File: src/rtl/stream_pkg.sv
// rtl/stream_pkg.sv - shared types and helpers for the stream FIFO
package stream_pkg;

    typedef struct packed {
        logic full;
        logic empty;
        logic almost_full;
    } fifo_status_t;

    function automatic int lvl_w(int depth);
        return $clog2(depth + 1);
    endfunction

endpackage

File: src/rtl/stream_if.sv
// rtl/stream_if.sv - valid/ready beat interface with last marker
interface stream_if #(
    parameter int WIDTH = 8
);
    logic             valid;
    logic             ready;
    logic [WIDTH-1:0] data;
    logic             last;

    modport tx (output valid, data, last, input ready);
    modport rx (input valid, data, last, output ready);
endinterface

File: src/rtl/stream_fifo_mem.sv
// rtl/stream_fifo_mem.sv - register file, synchronous write and asynchronous read
module stream_fifo_mem #(
    parameter int WIDTH = 9,
    parameter int DEPTH = 4
) (
    input  logic                     i_clk,
    input  logic                     wr_en,
    input  logic [$clog2(DEPTH)-1:0] wr_addr,
    input  logic [WIDTH-1:0]         wr_data,
    input  logic [$clog2(DEPTH)-1:0] rd_addr,
    output logic [WIDTH-1:0]         rd_data
);
    logic [WIDTH-1:0] mem [DEPTH];

    always_ff @(posedge i_clk) begin
        if (wr_en) begin
            mem[wr_addr] <= wr_data;
        end
    end

    assign rd_data = mem[rd_addr];
endmodule

File: src/rtl/stream_fifo.sv
// rtl/stream_fifo.sv - first-word-fall-through buffer between two stream_if views
module stream_fifo
    import stream_pkg::*;
#(
    parameter int WIDTH    = 8,
    parameter int DEPTH    = 4,
    parameter int AF_LEVEL = DEPTH - 1
) (
    input  logic                     i_clk,
    input  logic                     i_rst_n,
    stream_if.rx                     s,
    stream_if.tx                     m,
    output logic [lvl_w(DEPTH)-1:0]  o_level,
    output fifo_status_t             o_status
);
    localparam int PW = $clog2(DEPTH);
    localparam int LW = lvl_w(DEPTH);
    localparam logic [LW-1:0] LVL_FULL = LW'(DEPTH);
    localparam logic [LW-1:0] LVL_AF   = LW'(AF_LEVEL);

    logic [PW-1:0]  wr_ptr;
    logic [PW-1:0]  rd_ptr;
    logic [LW-1:0]  level;
    logic [LW-1:0]  next_level;
    logic           s_ready_q;
    logic           m_valid_q;
    logic           push;
    logic           pop;
    logic [WIDTH:0] rd_data;

    assign push = s.valid && s_ready_q;
    assign pop  = m_valid_q && m.ready;

    always_comb begin
        next_level = level;
        case ({push, pop})
            2'b10:   next_level = level + LW'(1);
            2'b01:   next_level = level - LW'(1);
            default: next_level = level;
        endcase
    end

    // Handshake flags are registered from next_level so neither side sees a
    // combinational path from the other; a full FIFO never passes through.
    always_ff @(posedge i_clk or negedge i_rst_n) begin
        if (!i_rst_n) begin
            wr_ptr    <= '0;
            rd_ptr    <= '0;
            level     <= '0;
            s_ready_q <= 1'b1;
            m_valid_q <= 1'b0;
        end else begin
            if (push) wr_ptr <= wr_ptr + PW'(1);
            if (pop)  rd_ptr <= rd_ptr + PW'(1);
            level     <= next_level;
            s_ready_q <= (next_level != LVL_FULL);
            m_valid_q <= (next_level != '0);
        end
    end

    stream_fifo_mem #(
        .WIDTH (WIDTH + 1),
        .DEPTH (DEPTH)
    ) u_mem (
        .i_clk   (i_clk),
        .wr_en   (push),
        .wr_addr (wr_ptr),
        .wr_data ({s.last, s.data}),
        .rd_addr (rd_ptr),
        .rd_data (rd_data)
    );

    assign s.ready  = s_ready_q;
    assign m.valid  = m_valid_q;
    assign m.last   = rd_data[WIDTH];
    assign m.data   = rd_data[WIDTH-1:0];

    assign o_level              = level;
    assign o_status.full        = (level == LVL_FULL);
    assign o_status.empty       = (level == '0);
    assign o_status.almost_full = (level >= LVL_AF);
endmodule

File: src/flat_wrapper.sv
// flat-port wrapper written by rule: the top's interface ports become plain ports
module stream_fifo_flat import stream_pkg::*;
#(
    parameter int WIDTH    = 8,
    parameter int DEPTH    = 4,
    parameter int AF_LEVEL = DEPTH - 1
)
  (i_clk, i_rst_n, o_level, o_status, s_valid, s_data, s_last, s_ready, m_valid, m_data, m_last, m_ready);
  stream_if #(.WIDTH(WIDTH)) s_i ();
  stream_if #(.WIDTH(WIDTH)) m_i ();
  input  logic i_clk;
  input  logic i_rst_n;
  output logic [lvl_w(DEPTH)-1:0] o_level;
  output fifo_status_t o_status;
  input wire logic [$bits(s_i.valid)-1:0] s_valid;
  input wire logic [$bits(s_i.data)-1:0] s_data;
  input wire logic [$bits(s_i.last)-1:0] s_last;
  output wire logic [$bits(s_i.ready)-1:0] s_ready;
  output wire logic [$bits(m_i.valid)-1:0] m_valid;
  output wire logic [$bits(m_i.data)-1:0] m_data;
  output wire logic [$bits(m_i.last)-1:0] m_last;
  input wire logic [$bits(m_i.ready)-1:0] m_ready;
  assign s_i.valid = s_valid;
  assign s_i.data = s_data;
  assign s_i.last = s_last;
  assign s_ready = s_i.ready;
  assign m_valid = m_i.valid;
  assign m_data = m_i.data;
  assign m_last = m_i.last;
  assign m_i.ready = m_ready;
  stream_fifo #(.WIDTH(WIDTH), .DEPTH(DEPTH), .AF_LEVEL(AF_LEVEL)) u_core (.i_clk(i_clk), .i_rst_n(i_rst_n), .s(s_i), .m(m_i), .o_level(o_level), .o_status(o_status));
endmodule
File: config.mk
export PLATFORM = sky130hd
export DESIGN_NAME = stream_fifo_flat
export DESIGN_NICKNAME = d
export VERILOG_FILES = /design/src/rtl/stream_pkg.sv /design/src/rtl/stream_if.sv /design/src/rtl/stream_fifo_mem.sv /design/src/rtl/stream_fifo.sv /design/src/flat_wrapper.sv
export SDC_FILE = /design/constraint.sdc
export NUM_CORES = 1
export LEC_CHECK = 0
export ABC_AREA = 1
export ABC_CLOCK_PERIOD_IN_PS = 2410
export BUFFER_PORTS_ARGS = -buffer_cell sky130_fd_sc_hd__buf_2
export CORE_ASPECT_RATIO = 0.8
export CORE_UTILIZATION = 55
export DETAILED_ROUTE_END_ITERATION = 7
export HOLD_SLACK_MARGIN = 0.06
export PLACE_DENSITY_LB_ADDON = 0.2
export SLEW_MARGIN = 20
export SYNTH_ARGS = -nofsm -noshare
export SYNTH_HDL_FRONTEND = slang
export SYNTH_SLANG_ARGS = --single-unit
File: constraint.sdc
create_clock -name i_clk -period 2.41 [get_ports i_clk]
set_input_delay 0.3615 -clock i_clk [delete_from_list [all_inputs] [get_ports i_clk]]
set_output_delay 0.3615 -clock i_clk [all_outputs]
set_load 0.05 [all_outputs]
==> results.ini <==
[detailed_routing]
wl_um = 3280
wl_per_cell_um = 14.8
num_vias = 1177
remaining_drc_errors = 0
ant_nets = 0
routed_via_density = 5.30
firstDrtPassIters = 6
drt_iter0_markers = 94

[global_routing]
grt_pass1_vias = 1127
grt_max_degree = 20
overflow = 0
grt_pass1_wl_um = 5090
antenna_found_initial = 0
grtUsageTotal_pct = 21.7

[clock_network]
cts_resized = 0
clock_insertion_delay_worst_skew_ps = 290
post_cts_buffers = 0
cts_tree = built
max-clock-path-buffers = 2
clockRootBuffer = clkbuf_8
htreeDepth = 2
clk_pin_slew_ps = 80
cts-buffers-inserted = 5
clock-sinks = 45

[critical_path]
worstSetupPathType = reg -> out
rr_endpoint = u_core.s.ready
endpoint_kind = output pin
reg2reg_depth = 7
cp_max_fo = 19
path_cells = inv_2, o21ai_0, o22ai_1, buf_2
worstPathRequired_ps = 2050
crit_path_max_incr_delay_ps = 530
r2r_setup_slack_ps = 500
r2r_start = u_core.s.ready
crit_path_start_kind = flop
crit_slowest_cell = dfrtp_1
crit_arrival_ps = 1710

[die]
start_util_pct = 58.8
die_h_um = 53.7
die_w_um = 66.7
io_pins = 30
core-area_sq_um = 3130
die_area_sq_um = 3580
rows = 18

[finish]
layout_common_cells = 36 x edfxtp_1, 29 x buf_2, 27 x nor2_1
syn2layout_area_growth_pct = 15.2
nNetsFinal = 200
n_antenna_cell = 0
drive_gt1_share_pct = 23.1
mostFrequentLayoutCell = edfxtp_1

[timing]
tns_ps = 0
worstMarginPinSlew_ps = 409
hold_viol = 0
max_freq_mhz = 482
min_period_ps = 2080
finalSetupViolations = 0
finalCritPeriodShare_pct = 86.1
rsz0062_at_grt = no
clock_skew_ps = 5.95
slew_headroom_pct = 72.7
slew_violations = 0

[synth]
syn_area_sq_um = 1840
ys_async_sr_fraction_pct = 20.0
synth_area_leaders = edfxtp_1 59%, dfrtp_1 11%, nor2_1 5.5%
synth_top_cell_by_area = edfxtp_1
syn-num-nets = 162
ys_warn_count = 0
synth.avg_cell_area_sq_um = 12.9
yosysSeqAreaShare_pct = 71.0
ys_types = 22
synth_seq_cells = 45
synth-edff-count = 36
yosys.area.top_type_share_pct = 58.7
synthCells = 143
synth_ff_type = edfxtp_1

[hold_path]
min_to = u_core.u_mem.mem[1][3]
min_path_cells = 1
hold_class = in -> reg
worstHoldStart = s_data[3]

[placement]
gp_congestion = 0.850
dp_hpwl_um = 2210
place.port_buffers = 29

[run]
maxCapViolCount = 0

[run_status]
status = completed

cell type report:
class	count	area (sq um)
clock inverter	1	3.75
tap	40	50.0
fill	245	1010
clock buffer	7	76.3
timing repair buffer	35	193
sequential	45	1310
multi-input combinational	79	434
inverter	15	56.3
synth_stat cells, types with 2 or more instances:
cell type / count
inv_1: 14
nand3_1: 2
edfxtp_1: 36
o21ai_0: 19
ha_1: 5
nand2_1: 8
buf_6: 2
o22ai_1: 8
nor3_1: 2
nor2_1: 27
xor2_1: 2
dfrtp_1: 8
layer usage:
metal | part of all wire, % | GRT usage, % | routed length (um)
met1 | 43 | 25.6 | 1400
met5 | 0 | 0 | 0
met3 | 5.1 | 7.20 | 166
met2 | 50 | 34.7 | 1650
met4 | 1.9 | 13.5 | 63
cell families (layout without fill, tap and decap cells):
logic type	count (synthesis)	count (layout)	share of synthesized area [%]
AND/OR/NAND/NOR	40	40	8.57
buffers and inverters	19	58	5.37
adder cells (fa/ha/maj)	6	6	4.49
flip-flops	45	45	71.0
XOR/XNOR	3	3	1.43
AO/OA/AOI/OAI	30	30	9.11
worst max-delay path, delay by kind of cell (launching register included):
kind / cells / cell delay, ps
buffers and inverters: 2 / 590
AOI/OAI and AO/OA: 2 / 300
DFF: 1 / 530
flip-flops by register name (all words and copies together) (netlist names):
name / count
u_core.rd_ptr: 2
u_core.wr_ptr: 2
u_core.m.valid: 1
u_core.u_mem.mem: 36
u_core.o_level: 3
u_core.s.ready: 1
per-stage QoR:
step	worst slack, ps	utilization [%]	hold slack, ps	area (sq um)	cells
4_1_cts	301	67.7	268	2120	222
5_1_grt	190	67.7	275	2120	222
6_report	334	67.7	276	2120	222
3_5_place_dp	499	64.9	227	2030	213
3_3_place_gp	590	64.9	221	2030	213
2_1_floorplan	95.9	-	65.9	1840	143
worst max path at each step:
stage                 startpoint              to  slack, ps  cells after the start
6_report        u_core.rd_ptr[0]       m_data[1]        330                      4
5_1_grt         u_core.rd_ptr[0]       m_data[0]        190                      4
4_1_cts         u_core.rd_ptr[0]       m_data[1]        300                      4
3_5_place_dp             s_valid  u_core.m.valid        500                      8
3_3_place_gp             s_valid  u_core.m.valid        590                      8
2_1_floorplan  u_core.o_level[0]     o_status[0]        100                      2
timing repair:
item / 4_1_cts / 5_1_grt
endpoints found under the setup margin: 0 / 0
endpoints found under the hold margin: 8 / 0
hold buffers: 1 / 0
Power is left out: the tool's default activity adds up to more than one toggle a clock period on the data nets, which glitch-free logic cannot reach.
